[src/rtl/serial_frame_rx.sv]
// serial_frame_rx: asynchronous serial frame receiver.
// A frame is one start bit (0), DATA_BITS data bits sent LSB first, then one stop bit (1).
// Each bit is sampled at its centre, timed from the detected falling edge of the start bit.
// Ports:
//   clk, n_rst    - clock (rising edge) and asynchronous active-low reset
//   serial_in     - raw serial line, idle high
//   data_read     - one-cycle consumer acknowledge; clears data_ready
//   rx_data       - last correctly framed data word
//   data_ready    - high while rx_data holds an unread word
//   framing_error - stop bit of the last frame was sampled low
//   overrun_error - an unread word was overwritten by a new frame
module serial_frame_rx #(
  parameter int unsigned DATA_BITS    = 8,
  parameter int unsigned CLKS_PER_BIT = 10
) (
  input  logic                 clk,
  input  logic                 n_rst,
  input  logic                 serial_in,
  input  logic                 data_read,
  output logic [DATA_BITS-1:0] rx_data,
  output logic                 data_ready,
  output logic                 framing_error,
  output logic                 overrun_error
);

  localparam int unsigned CNT_W = $clog2(CLKS_PER_BIT);
  localparam int unsigned BIT_W = $clog2(DATA_BITS);

  localparam logic [2:0] IDLE  = 3'd0;
  localparam logic [2:0] START = 3'd1;
  localparam logic [2:0] DATA  = 3'd2;
  localparam logic [2:0] STOP  = 3'd3;
  localparam logic [2:0] LOAD  = 3'd4;

  logic [2:0]           state;
  logic [2:0]           next_state;
  logic                 sync1;
  logic                 sync2;
  logic                 sync2_d;
  logic [CNT_W-1:0]     cnt;
  logic [BIT_W-1:0]     bit_cnt;
  logic [DATA_BITS-1:0] shift;
  logic                 half_tick_c;
  logic                 full_tick_c;
  logic                 last_bit_c;
  logic                 fall_c;

  // Line synchronizer plus one delayed copy for falling-edge detection.
  always_ff @(posedge clk or negedge n_rst) begin
    if (!n_rst) begin
      sync1   <= 1'b1;
      sync2   <= 1'b1;
      sync2_d <= 1'b1;
    end else begin
      sync1   <= serial_in;
      sync2   <= sync1;
      sync2_d <= sync2;
    end
  end

  // Start bit is checked half a bit after entering START; later bits one full bit apart.
  assign half_tick_c = (cnt == CNT_W'(CLKS_PER_BIT / 2 - 1));
  assign full_tick_c = (cnt == CNT_W'(CLKS_PER_BIT - 1));
  assign last_bit_c  = (bit_cnt == BIT_W'(DATA_BITS - 1));
  assign fall_c      = sync2_d & ~sync2;

  // State register.
  always_ff @(posedge clk or negedge n_rst) begin
    if (!n_rst) state <= IDLE;
    else        state <= next_state;
  end

  // Next-state logic.
  always_comb begin
    next_state = state;
    case (state)
      IDLE:    if (fall_c) next_state = START;
      START:   if (half_tick_c) next_state = sync2 ? IDLE : DATA;
      DATA:    if (full_tick_c && last_bit_c) next_state = STOP;
      STOP:    if (full_tick_c) next_state = sync2 ? LOAD : IDLE;
      LOAD:    next_state = IDLE;
      default: next_state = IDLE;
    endcase
  end

  // Bit timing counter, data bit counter and shift register.
  always_ff @(posedge clk or negedge n_rst) begin
    if (!n_rst) begin
      cnt     <= '0;
      bit_cnt <= '0;
      shift   <= '0;
    end else begin
      case (state)
        START: cnt <= half_tick_c ? '0 : cnt + CNT_W'(1);
        DATA: begin
          cnt <= full_tick_c ? '0 : cnt + CNT_W'(1);
          if (full_tick_c) begin
            bit_cnt <= bit_cnt + BIT_W'(1);
            // First data bit enters at the MSB and ends up at bit 0.
            shift   <= {sync2, shift[DATA_BITS-1:1]};
          end
        end
        STOP: cnt <= full_tick_c ? '0 : cnt + CNT_W'(1);
        default: begin
          cnt     <= '0;
          bit_cnt <= '0;
        end
      endcase
    end
  end

  // Output registers; a LOAD takes priority over a concurrent data_read.
  always_ff @(posedge clk or negedge n_rst) begin
    if (!n_rst) begin
      rx_data       <= '0;
      data_ready    <= 1'b0;
      framing_error <= 1'b0;
      overrun_error <= 1'b0;
    end else begin
      if (state == IDLE && fall_c) framing_error <= 1'b0;
      if (state == STOP && full_tick_c && !sync2) framing_error <= 1'b1;
      if (state == LOAD) begin
        rx_data       <= shift;
        data_ready    <= 1'b1;
        framing_error <= 1'b0;
        if (data_ready && !data_read) overrun_error <= 1'b1;
      end else if (data_read && data_ready) begin
        data_ready    <= 1'b0;
        overrun_error <= 1'b0;
      end
    end
  end

endmodule
[config.mk]
export PLATFORM = sky130hd
export DESIGN_NAME = serial_frame_rx
export DESIGN_NICKNAME = d
export VERILOG_FILES = /design/src/rtl/serial_frame_rx.sv
export SDC_FILE = /design/constraint.sdc
export NUM_CORES = 1
export LEC_CHECK = 0
export BUFFER_PORTS_ARGS = -buffer_cell sky130_fd_sc_hd__buf_4
export CAP_MARGIN = 25
export CORE_ASPECT_RATIO = 0.7
export CORE_MARGIN = 10
export CORE_UTILIZATION = 56
export DETAILED_ROUTE_END_ITERATION = 10
export GPL_TIMING_DRIVEN = 0
export PLACE_DENSITY_LB_ADDON = 0.25
export SYNTH_ARGS = -nofsm -noshare
export SYNTH_HDL_FRONTEND = slang
export SYNTH_SLANG_ARGS = --single-unit
export TNS_END_PERCENT = 10
[constraint.sdc]
create_clock -name clk -period 1.8 [get_ports clk]
set_input_delay 0.27 -clock clk [delete_from_list [all_inputs] [get_ports clk]]
set_output_delay 0.27 -clock clk [all_outputs]
set_load 0.05 [all_outputs]
==> Word level (Yosys, flattened, before mapping) <==
Cells that the tools add are included.
{ "op_classes": {"n_mul": 0, "n_addsub": 2, "n_reduce_logical": 17, "n_shift": 0, "n_bitwise": 3, "n_mux": 19, "magnitude_cmp": 0, "div_mod_pow": 0, "eq_ne": 13} }
{ "op_table": {"columns": ["op", "count"], "rows": [
  ["3-bit two-way mux", 6],
  ["3-bit case mux with 4 select lines", 1],
  ["2-bit inequality test (second input constant)", 5],
  ["4-bit two-way mux", 2],
  ["4-bit case mux with 2 select lines", 1],
  ["1-bit two-way mux", 7],
  ["3-bit by 2-bit == test with 1-bit output (second input constant)", 2],
  ["3-bit == test (second input constant)", 2],
  ["1-bit logical AND", 6],
  ["3-bit case mux with 2 select lines", 1],
  ["2-bit AND reduction", 3],
  ["4-bit by 1-bit adder with 4-bit output (second input constant)", 1],
  ["4-bit by 3-bit == test with 1-bit output (second input constant)", 1],
  ["4-bit == test (second input constant)", 1],
  ["4-bit AND reduction", 1],
  ["2-bit OR reduction", 2],
  ["3-bit by 1-bit adder with 3-bit output (second input constant)", 1],
  ["3-bit by 1-bit == test with 1-bit output (second input constant)", 1],
  ["3-bit zero test", 1],
  ["3-bit nonzero test", 1],
  ["1-bit zero test", 2],
  ["2-bit two-way mux", 1],
  ["2-bit by 1-bit inequality test with 1-bit output (second input constant)", 1],
  ["1-bit NOT", 2],
  ["other kinds (2)", 2]
]} }
{ "totals": {"latch_bits": 0, "word_cells": 65, "ram_bits": 0, "memories": 0, "regBits": 32, "input_bits": 4, "rom_bits": 0} }

==> Longest topological paths before layout <==
Gate-level depths: netlist (run 1).
{ "depth": {"depth_word": 6, "depth_mapped": 6} }

==> Worst setup path after synthesis (run 1) <==
OpenSTA, ideal clock, no wires.
{ "synth_path": {"kind": "reg-to-reg", "start": "register cnt[1]", "end": "register shift[0]", "path_slack_ns": 0.119, "t_arrival_ns": 1.556, "required_ns": 1.675, "path_buffers": 1, "path_stages_with_launch": 7, "cell_sequence": "dfrtp_1 > inv_1 > ha_1 > nand3b_4 > or3_1 > buf_6 > mux2_4"} }
{ "synth_between": {"elab_chain_cells": 2} }
{ "synth_rtl": {"columns": ["item", "line_no", "rtl"], "rows": [
  ["from (decl)", "40", "logic [CNT_W-1:0] cnt;"],
  ["from (signal assigned)", "94", "START: cnt <= half_tick_c ? '0 : cnt + CNT_W'(1);"],
  ["from (signal assigned)", "96", "cnt <= full_tick_c ? '0 : cnt + CNT_W'(1);"],
  ["from (signal assigned)", "103", "STOP: cnt <= full_tick_c ? '0 : cnt + CNT_W'(1);"],
  ["4-bit == test", "63", "assign full_tick_c = (cnt == CNT_W'(CLKS_PER_BIT - 1));"],
  ["2-bit AND reduction (no source line)", null, null],
  ["to (signal assigned)", "100", "shift <= {sync2, shift[DATA_BITS-1:1]};"],
  ["to (decl)", "42", "logic [DATA_BITS-1:0] shift;"]
]} }
No other way between the ends.
A chain may end at the register's enable or synchronous reset.

==> Worst setup path in the final report (run 1) <==
{ "layout_path": {"start": "register cnt[1]", "end": "register shift[7]"} }
The elaborated chain is that of the path after synthesis.

==> results of run 1 <==
## sequential cells by signal, indices dropped and copies added, names as in the netlist
name	count
overrun_error	1
data_ready	1
sync1	1
sync2	1
bit_cnt	3
sync2_d	1
cnt	4
shift	8
rx_data	8
framing_error	1
state	3
## routing by layer
metal	share of wire [%]	routed length [um]
met1	44	1150
met4	1.5	39
met5	0	0
met3	6.4	167
met2	48	1240
## logic make-up after synthesis
kind of cell / after synthesis / share of synthesized area (%)
adders and majority gates: 5 / 4.34
xor gates and xnor gates: 2 / 1.21
muxes: 17 / 15.3
buffers and inverters: 9 / 3.21
and+or+nand+nor: 28 / 12.7
AOI/OAI and AO/OA: 16 / 7.46
DFF: 32 / 55.8
## through the flow
| stage | setup WS (ns) | std cells | cell area [um^2] |
|---|---|---|---|
| after floorplan | 0.119 | 109 | 1440 |
| after CTS | 0.00432 | 166 | 1700 |
| after global placement | 0.0322 | 157 | 1590 |
| final | 0.0474 | 170 | 1740 |
| after detailed placement | -0.00369 | 157 | 1590 |
| after global routing | -0.00197 | 170 | 1740 |
## how the worst min path moves through the flow
stage / start / endpoint / depth (start not counted)
global route: serial_in / sync1 / 1
global placement: n_rst / overrun_error / 1
floorplan: n_rst / bit_cnt[0] / 0
finish: serial_in / sync1 / 1
CTS: serial_in / sync1 / 1
detailed placement: n_rst / data_ready / 1
## power breakdown
| group | internal (mW) | switching, mW | leakage (nW) | total [mW] |
|---|---|---|---|---|
| registers | 0.785 | 0.0640 | 0.421 | 0.849 |
| clock network | 0.304 | 0.253 | 0.0510 | 0.558 |
| logic | 0.189 | 0.231 | 0.392 | 0.420 |
## area by class of cell
class / instances / area (um^2)
Timing Repair Buffer: 19 / 145
Clock inverter: 2 / 10.0
Fill cell: 176 / 723
Multi-Input combinational cell: 68 / 604
Sequential cell: 32 / 805
Buffer: 5 / 31.3
Tap cell: 34 / 42.5
Inverter: 4 / 15.0
Clock buffer: 6 / 82.6
## cells in the final DEF, fill, tap and decap left out, types with 2 or more instances in the layout
cell type	Yosys	layout
dfstp_2	3	3
mux2_4	8	8
nor2b_1	2	2
nor2_1	2	2
ha_1	5	4
nand2b_1	2	2
buf_4	1	19
dfrtp_1	29	29
nor3b_1	5	5
mux2_2	8	8
inv_1	4	4
clkbuf_8	0	6
nand2_1	6	6
a22oi_1	3	3
or3_1	2	2
xnor2_1	2	2
o21ai_0	6	6
clkinv_2	0	2
nor3_1	2	2
clkbuf_1	2	2
## cells in the mapped netlist (all sizes together)
cell / instances / share of area (%)
o41ai: 1 / 0.61
o22ai: 1 / 0.43
and4bb: 1 / 0.87
and2: 1 / 0.43
or3: 2 / 0.87
nand2: 6 / 1.6
xnor2: 2 / 1.2
a2111oi: 1 / 0.61
clkbuf: 2 / 0.52
o211ai: 1 / 0.52
buf: 3 / 1.6
a21oi: 1 / 0.35
nor3b: 5 / 2.6
mux2: 16 / 15
mux2i: 1 / 0.69
and3b: 1 / 0.61
inv: 4 / 1.0
nor2b: 2 / 0.87
o21ai: 6 / 2.1
nand3: 1 / 0.35
o21bai: 1 / 0.52
or4: 1 / 0.61
nand3b: 2 / 1.9
ha: 5 / 4.3
a22oi: 3 / 1.6
a221o: 1 / 0.78
dfrtp: 29 / 50
dfstp: 3 / 5.5
nand2b: 2 / 0.87
nor2: 2 / 0.52
nor3: 2 / 0.69
## timing repair
action | 4_1_cts | 5_1_grt
resized for setup | 1 | 1
buffers inserted | 0 | 4
gates cloned | 0 | 0
hold buffers | 1 | 0
endpoints found under the hold margin | 29 | 0
setup endpoints to repair | 8 | 9
pin swaps | 0 | 0
==> impl_metrics.py, run 1 <==
metrics = {
    "clock_tree": {
        "cts_tree": "yes",
        "cts_buffers": 5,
        "clkTransAtPathRegs_ns": 0.06,
        "clock_path_buffers": 2,
        "clock_latency_ns": 0.28,
        "numClockSinks": 32,
        "htreeDepth": 2,
        "cts_root_buf": "clkbuf_8",
    },
    "timing": {
        "min_period_over_period_pct": 97.4,
        "final_max_slew_viol_count": 0,
        "fmax_mhz": 571,
        "hold_viol": 0,
        "hold_ws_ns": 0.0981,
        "tightestPinTransition_ns": 0.381,
        "slew_headroom_pct": 73.9,
        "finalSetupViolations": 0,
        "min_period_ns": 1.75,
        "skew_ns": 0.00753,
        "fin_setup_tns_ns": 0,
    },
    "setup_path": {
        "r2r_end": "shift[7]",
        "cp_max_fo": 8,
        "endpoint_kind": "flop",
        "crit_path_end": "shift[7]",
        "crit-reg2reg-launch": "cnt[1]",
        "cp.depth": 6,
        "cp_slowest_stage_delay_ns": 0.40,
        "cp_slowest_cell": "dfrtp_1",
        "required_ns": 1.96,
        "path_class": "reg2reg",
        "start_kind": "flop",
        "reg2reg_setup_slack_ns": 0.05,
        "worst-path-buf-inv": 2,
        "crit_family": "simple AND/OR/NAND/NOR gates",
        "cp-startpoint": "cnt[1]",
        "cp.arrival_ns": 1.91,
        "crit_chain": "inv_1 > ha_4 > nand3b_4 > or3_1 > buf_6 > mux2_4",
        "rr_worst_depth": 6,
    },
    "grt": {
        "grt_use_met1_pct": 13.9,
        "grt_pass1_wl_um": 4520,
        "grt_usage_pct": 11.3,
        "use_met2_pct": 16.1,
        "overflow": 0,
        "antenna_found_initial": 0,
        "grt_max_degree": 33,
        "use_met3_pct": 4.89,
        "grt_pass1_vias": 911,
        "grt_busiest_layer": "met2",
    },
    "power_and_ir_drop": {
        "pwr_density_cell_nw_per_um2": 1050,
        "p_leak_nw": 0.864,
        "total_power_mw": 1.83,
        "irDropWorstVdd_uv": 871,
    },
    "die": {
        "die_y_um": 62.5,
        "die_x_um": 80.7,
        "initial_core_util_pct": 58.7,
        "die_area_um2": 5040,
        "rows": 15,
        "io_pins": 15,
        "fp.coreArea_um2": 2460,
    },
    "detailed_routing": {
        "dr.pass1.iters": 4,
        "routed_wl_um": 2600,
        "antenna_left": 0,
        "routedWlPerCell_um": 15.3,
        "drc_errors": 0,
        "via_count": 906,
        "drt_iter0_markers": 38,
        "vias_per_cell": 5.33,
    },
    "yosys": {
        "ys_ff_latch": 32,
        "syn_inst": 109,
        "yosysWarnings": 0,
        "synth_nets": 118,
        "synth_cell_types": 35,
        "seq_area_frac_synth_pct": 55.8,
        "syn_area_per_cell_um2": 13.2,
        "synth_area_um2": 1440,
    },
    "flow_run": {
        "cap_viol_max_count": 0,
    },
    "placement": {
        "dp_hpwl_um": 1810,
        "place_congestion": 0.780,
        "io_buffer_count": 14,
    },
    "finish": {
        "syn2layout_area_growth_pct": 20.3,
        "fin_util_pct": 70.6,
        "diodes": 0,
        "layout-drive-gt1-share_pct": 39.0,
        "fin_nets": 144,
    },
    "outcome": {
        "status": "completed",
    },
    "worst_hold_path": {
        "holdCritPathClass": "in2reg",
    },
}
Note: power is estimated with default switching activity, not from simulation.
==> inputs of run 2 (changes only) <==
CORE_MARGIN = default   (was 10)
==> impl_metrics.py, run 2 (synthesized netlist as in run 1, its figures left out) <==
metrics = {
    "die": {
        "die_y_um": 44.5,
        "rows": 14,
        "fp.coreArea_um2": 2290,
        "die_x_um": 62.7,
        "io_pins": 15,
        "die_area_um2": 2790,
        "initial_core_util_pct": 62.9,
    },
    "finish": {
        "syn2layout_area_growth_pct": 20.3,
        "final_common_cell": "dfrtp_1",
        "final_cell_mix": "dfrtp_1, buf_4, mux2_4, mux2_2",
        "fin_nets": 144,
        "fin_area_um2": 1740,
        "reg_top3": "rx_data x8, shift x8, cnt x4",
        "layout.cells.non_filler": 168,
        "diodes": 0,
        "layout-drive-gt1-share_pct": 38.2,
    },
    "setup_path": {
        "crit-reg2reg-launch": "cnt[1]",
        "worst-path-buf-inv": 2,
        "crit_family": "simple AND/OR/NAND/NOR gates",
        "path_class": "reg2reg",
        "crit_chain": "inv_1 > ha_4 > nand3b_4 > or3_4 > buf_6 > mux2_4",
        "cp.arrival_ns": 1.89,
        "cp.depth": 6,
        "cp_max_fo": 9,
        "required_ns": 1.96,
        "cp_slowest_cell": "dfrtp_1",
        "rr_worst_depth": 6,
        "cp_slowest_stage_delay_ns": 0.39,
        "reg2reg_setup_slack_ns": 0.07,
        "r2r_end": "shift[6]",
        "endpoint_kind": "flop",
        "start_kind": "flop",
    },
    "grt": {
        "antenna_found_initial": 0,
        "grt_max_degree": 33,
        "grt_pass1_wl_um": 4440,
        "grt_usage_pct": 22.2,
        "overflow": 0,
        "grt_pass1_vias": 919,
    },
    "timing": {
        "final_max_slew_viol_count": 0,
        "fin_ws_ns": 0.0708,
        "finalSetupViolations": 0,
        "tightestPinTransition_ns": 0.413,
        "min_period_ns": 1.73,
        "skew_ns": 0.00841,
        "fmax_mhz": 578,
        "slew_headroom_pct": 71.8,
        "hold_ws_ns": 0.0988,
        "min_period_over_period_pct": 96.1,
        "hold_viol": 0,
    },
    "detailed_routing": {
        "antenna_left": 0,
        "routed_wl_um": 2610,
        "via_count": 936,
        "drt_iter0_markers": 54,
        "routedWlPerCell_um": 15.6,
        "dr.pass1.iters": 4,
        "drc_errors": 0,
        "vias_per_cell": 5.57,
    },
    "worst_hold_path": {
        "whs_endpoint": "sync1",
        "holdCritPathClass": "in2reg",
        "min_path_cells": 1,
        "hp-start": "serial_in",
    },
    "flow_run": {
        "cap_viol_max_count": 0,
    },
    "clock_tree": {
        "cts_root_buf": "clkbuf_8",
        "clock_latency_ns": 0.28,
        "cts_buffers": 5,
        "numClockSinks": 32,
        "htreeDepth": 2,
        "clock_path_buffers": 2,
        "cts_tree": "yes",
        "clkTransAtPathRegs_ns": 0.06,
    },
    "placement": {
        "dp_slack_ns": 0.0243,
        "dpl.cell_count": 155,
        "io_buffer_count": 14,
        "place_congestion": 0.801,
        "dp_hpwl_um": 1800,
        "dpl-instance-area_um2": 1590,
    },
    "power_and_ir_drop": {
        "pwr_density_cell_nw_per_um2": 1050,
        "total_power_mw": 1.83,
        "p_leak_nw": 0.861,
        "irDropWorstVdd_uv": 865,
    },
    "outcome": {
        "status": "completed",
    },
}
==> run 2: changes by cell type in the layout (fill, tap and decap cells not counted), sizes merged <==
cell	before	now
clkbuf	8	10
clkinv	2	0
==> run 2: layout make-up <==
| cell class | count | area (um^2) |
|---|---|---|
| Sequential cell | 32 | 805 |
| Multi-Input combinational cell | 68 | 609 |
| Fill cell | 148 | 559 |
| Timing Repair Buffer | 19 | 145 |
| Clock buffer | 8 | 90.1 |
| Tap cell | 32 | 40.0 |
| Buffer | 5 | 31.3 |
| Inverter | 4 | 15.0 |
==> run 2: routing by layer <==
metal / up-vias / part of all wire (%) / global-route usage [%] / wire, um
li1: 440 / - / - / -
met1: 466 / 47 / 28.3 / 1240
met2: 26 / 48 / 34.3 / 1250
met3: 4 / 4.0 / 9.02 / 104
met4: 0 / 0.96 / 9.30 / 25
met5: - / 0 / 0 / 0
==> run 2: how the worst max path moves through the flow <==
stage / from / to / slack (ns)
floorplan: cnt[1] / shift[0] / 0.12
global placement: cnt[1] / shift[5] / 0.05
detailed placement: cnt[1] / shift[2] / 0.02
CTS: cnt[1] / shift[2] / 0.01
global route: cnt[1] / shift[6] / -0.006
finish: cnt[1] / shift[6] / 0.07
==> run 2: what timing repair did <==
action                                 CTS  global route
buffers inserted                         0             4
gates resized for setup                  0             3
hold buffers                             1             0
endpoints found under the hold margin   29             0
setup endpoints to repair                0             8
==> run 2: power breakdown <==
part           switching (mW)  internal, mW  total, mW
combinational           0.231         0.195      0.426
clock                   0.242         0.311      0.553
sequential             0.0651         0.785      0.850
total                   0.538          1.29       1.83
==> run 2: stage by stage <==
stage               TNS, ns  utilization [%]
CTS                       0             73.6
floorplan                 0                -
global route        -0.0117             75.6
finish                    0             75.6
detailed placement        0             69.2
global placement          0             69.2
==> inputs of run 3 (changes only) <==
CORE_UTILIZATION = 51   (was 56)
TNS_END_PERCENT = default   (was 10)
clock period = 1.5 ns   (was 1.8 ns; I/O delays follow)
==> impl_metrics.py, run 3 (synthesized netlist as in run 1, its figures left out) <==
metrics = {
    "power_and_ir_drop": {
        "p_leak_nw": 0.886,
        "irDropWorstVdd_uv": 1010,
        "pwr_density_cell_nw_per_um2": 1280,
    },
    "grt": {
        "grt_usage_pct": 19.0,
        "antenna_found_initial": 0,
        "overflow": 0,
        "grt_pass1_wl_um": 3970,
        "grt_max_degree": 33,
        "grt_pass1_vias": 812,
    },
    "setup_path": {
        "cp.arrival_ns": 1.82,
        "crit-reg2reg-launch": "cnt[1]",
        "cp_slowest_stage_delay_ns": 0.38,
        "reg2reg_setup_slack_ns": -0.16,
        "start_kind": "flop",
        "worst-path-buf-inv": 2,
        "cp_max_fo": 8,
        "endpoint_kind": "flop",
        "cp_slowest_cell": "dfrtp_1",
        "required_ns": 1.66,
        "r2r_end": "shift[5]",
        "path_class": "reg2reg",
        "rr_worst_depth": 6,
        "crit_family": "simple AND/OR/NAND/NOR gates",
        "crit_chain": "inv_2 > ha_4 > nand3b_4 > or3_1 > buf_6 > mux2_4",
    },
    "worst_hold_path": {
        "whs_endpoint": "sync1",
        "min_path_cells": 1,
        "hp-start": "serial_in",
        "holdCritPathClass": "in2reg",
    },
    "timing": {
        "finalSetupViolations": 11,
        "fmax_mhz": 602,
        "min_period_ns": 1.66,
        "hold_viol": 0,
        "fin_ws_ns": -0.160,
        "min_period_over_period_pct": 111,
        "final_max_slew_viol_count": 0,
        "tightestPinTransition_ns": 0.436,
        "skew_ns": 0.00485,
        "slew_headroom_pct": 70.9,
        "rsz0062_at_grt": "yes",
    },
    "die": {
        "initial_core_util_pct": 56.1,
        "die_area_um2": 3050,
        "fp.coreArea_um2": 2570,
        "rows": 15,
        "die_x_um": 65.6,
        "die_y_um": 46.5,
        "io_pins": 15,
    },
    "placement": {
        "dpl.cell_count": 157,
        "io_buffer_count": 14,
        "dp_hpwl_um": 1640,
        "place_congestion": 0.818,
    },
    "clock_tree": {
        "clkTransAtPathRegs_ns": 0.06,
        "clock_latency_ns": 0.28,
        "clock_path_buffers": 2,
        "htreeDepth": 2,
        "numClockSinks": 32,
        "cts_root_buf": "clkbuf_8",
        "cts_tree": "yes",
        "cts_buffers": 5,
    },
    "finish": {
        "reg_top3": "rx_data x8, shift x8, cnt x4",
        "n_fill_cell": 160,
        "fin_util_pct": 69.9,
        "syn2layout_area_growth_pct": 24.6,
        "layout.cells.non_filler": 173,
        "layout-drive-gt1-share_pct": 43.9,
        "fin_nets": 147,
        "diodes": 0,
        "final_common_cell": "dfrtp_1",
        "final_cell_mix": "dfrtp_1, buf_4, mux2_4, mux2_2",
    },
    "detailed_routing": {
        "dr.pass1.iters": 4,
        "drt_iter0_markers": 23,
        "routed_wl_um": 2690,
        "vias_per_cell": 5.42,
        "drc_errors": 0,
        "antenna_left": 0,
        "routedWlPerCell_um": 15.6,
        "via_count": 938,
    },
    "flow_run": {
        "cap_viol_max_count": 0,
    },
    "outcome": {
        "violations": "negative setup slack",
        "status": "complete, but fails checks",
    },
}
run 3: cell types whose count changed in the layout (fill, tap and decap cells not counted), sizes merged:
cell,before,now
buf,21,24
run 3: layer usage:
layer  global-route usage, %  up-vias  wire length [um]
li1                        -      446                 -
met1                    24.5      467              1270
met2                    28.5       18              1280
met3                    6.68        7                98
met4                    10.4        0                53
met5                       0        -                 0
run 3: through the flow:
step	area [um^2]	power [mW]	TNS (ns)	setup slack (ns)	hold WS [ns]
after global routing	1800	2.41	-1.71	-0.199	0.0347
after CTS	1750	2.22	-1.20	-0.153	0.0452
after detailed placement	1590	1.50	-3.17	-0.280	0.182
after floorplan	1450	1.38	-1.43	-0.176	-0.0706
final	1800	2.30	-1.22	-0.160	0.0479
after global placement	1590	1.47	-2.87	-0.255	0.179
run 3: how the worst max path moves through the flow:
stage / from / endpoint / slack (ns) / depth (start not counted)
after global routing: cnt[1] / shift[5] / -0.20 / 6
after global placement: cnt[1] / shift[5] / -0.26 / 6
after floorplan: cnt[1] / shift[0] / -0.18 / 6
after CTS: cnt[1] / shift[5] / -0.15 / 6
final: cnt[1] / shift[5] / -0.16 / 6
after detailed placement: cnt[1] / shift[5] / -0.28 / 6
run 3: layout make-up:
cell class	count	area, um^2	share of cell area, %
flip-flops and latches	32	806	44.8
multi-input cells	68	634	35.3
inverters	4	15.0	0.835
repair buffers	22	171	9.53
plain buffers	5	38.8	2.16
well taps	34	42.5	2.37
clock buffers	8	90.1	5.01
run 3: timing repair:
action                                  4_1_cts  5_1_grt
endpoints found under the setup margin       17       22
setup buffers                                 5        2
hold buffers                                  1        0
hold endpoints to repair                     29        0
pin swaps                                     1        2
gates cloned                                  0        0
resized for setup                             6        9
run 3: worst reg2reg max path: cells and delay by family (launching register included):
kind / cells / cell delay [ns]
buffers and inverters: 2 / 0.24
adder cells (fa/ha/maj): 1 / 0.15
AND/OR/NAND/NOR: 2 / 0.45
flip-flops: 1 / 0.38
multiplexers: 1 / 0.31
run 3: power by group:
group          internal (mW)  switching [mW]
logic                  0.288           0.320
registers              0.944          0.0786
clock network          0.374           0.297
total                   1.61           0.696
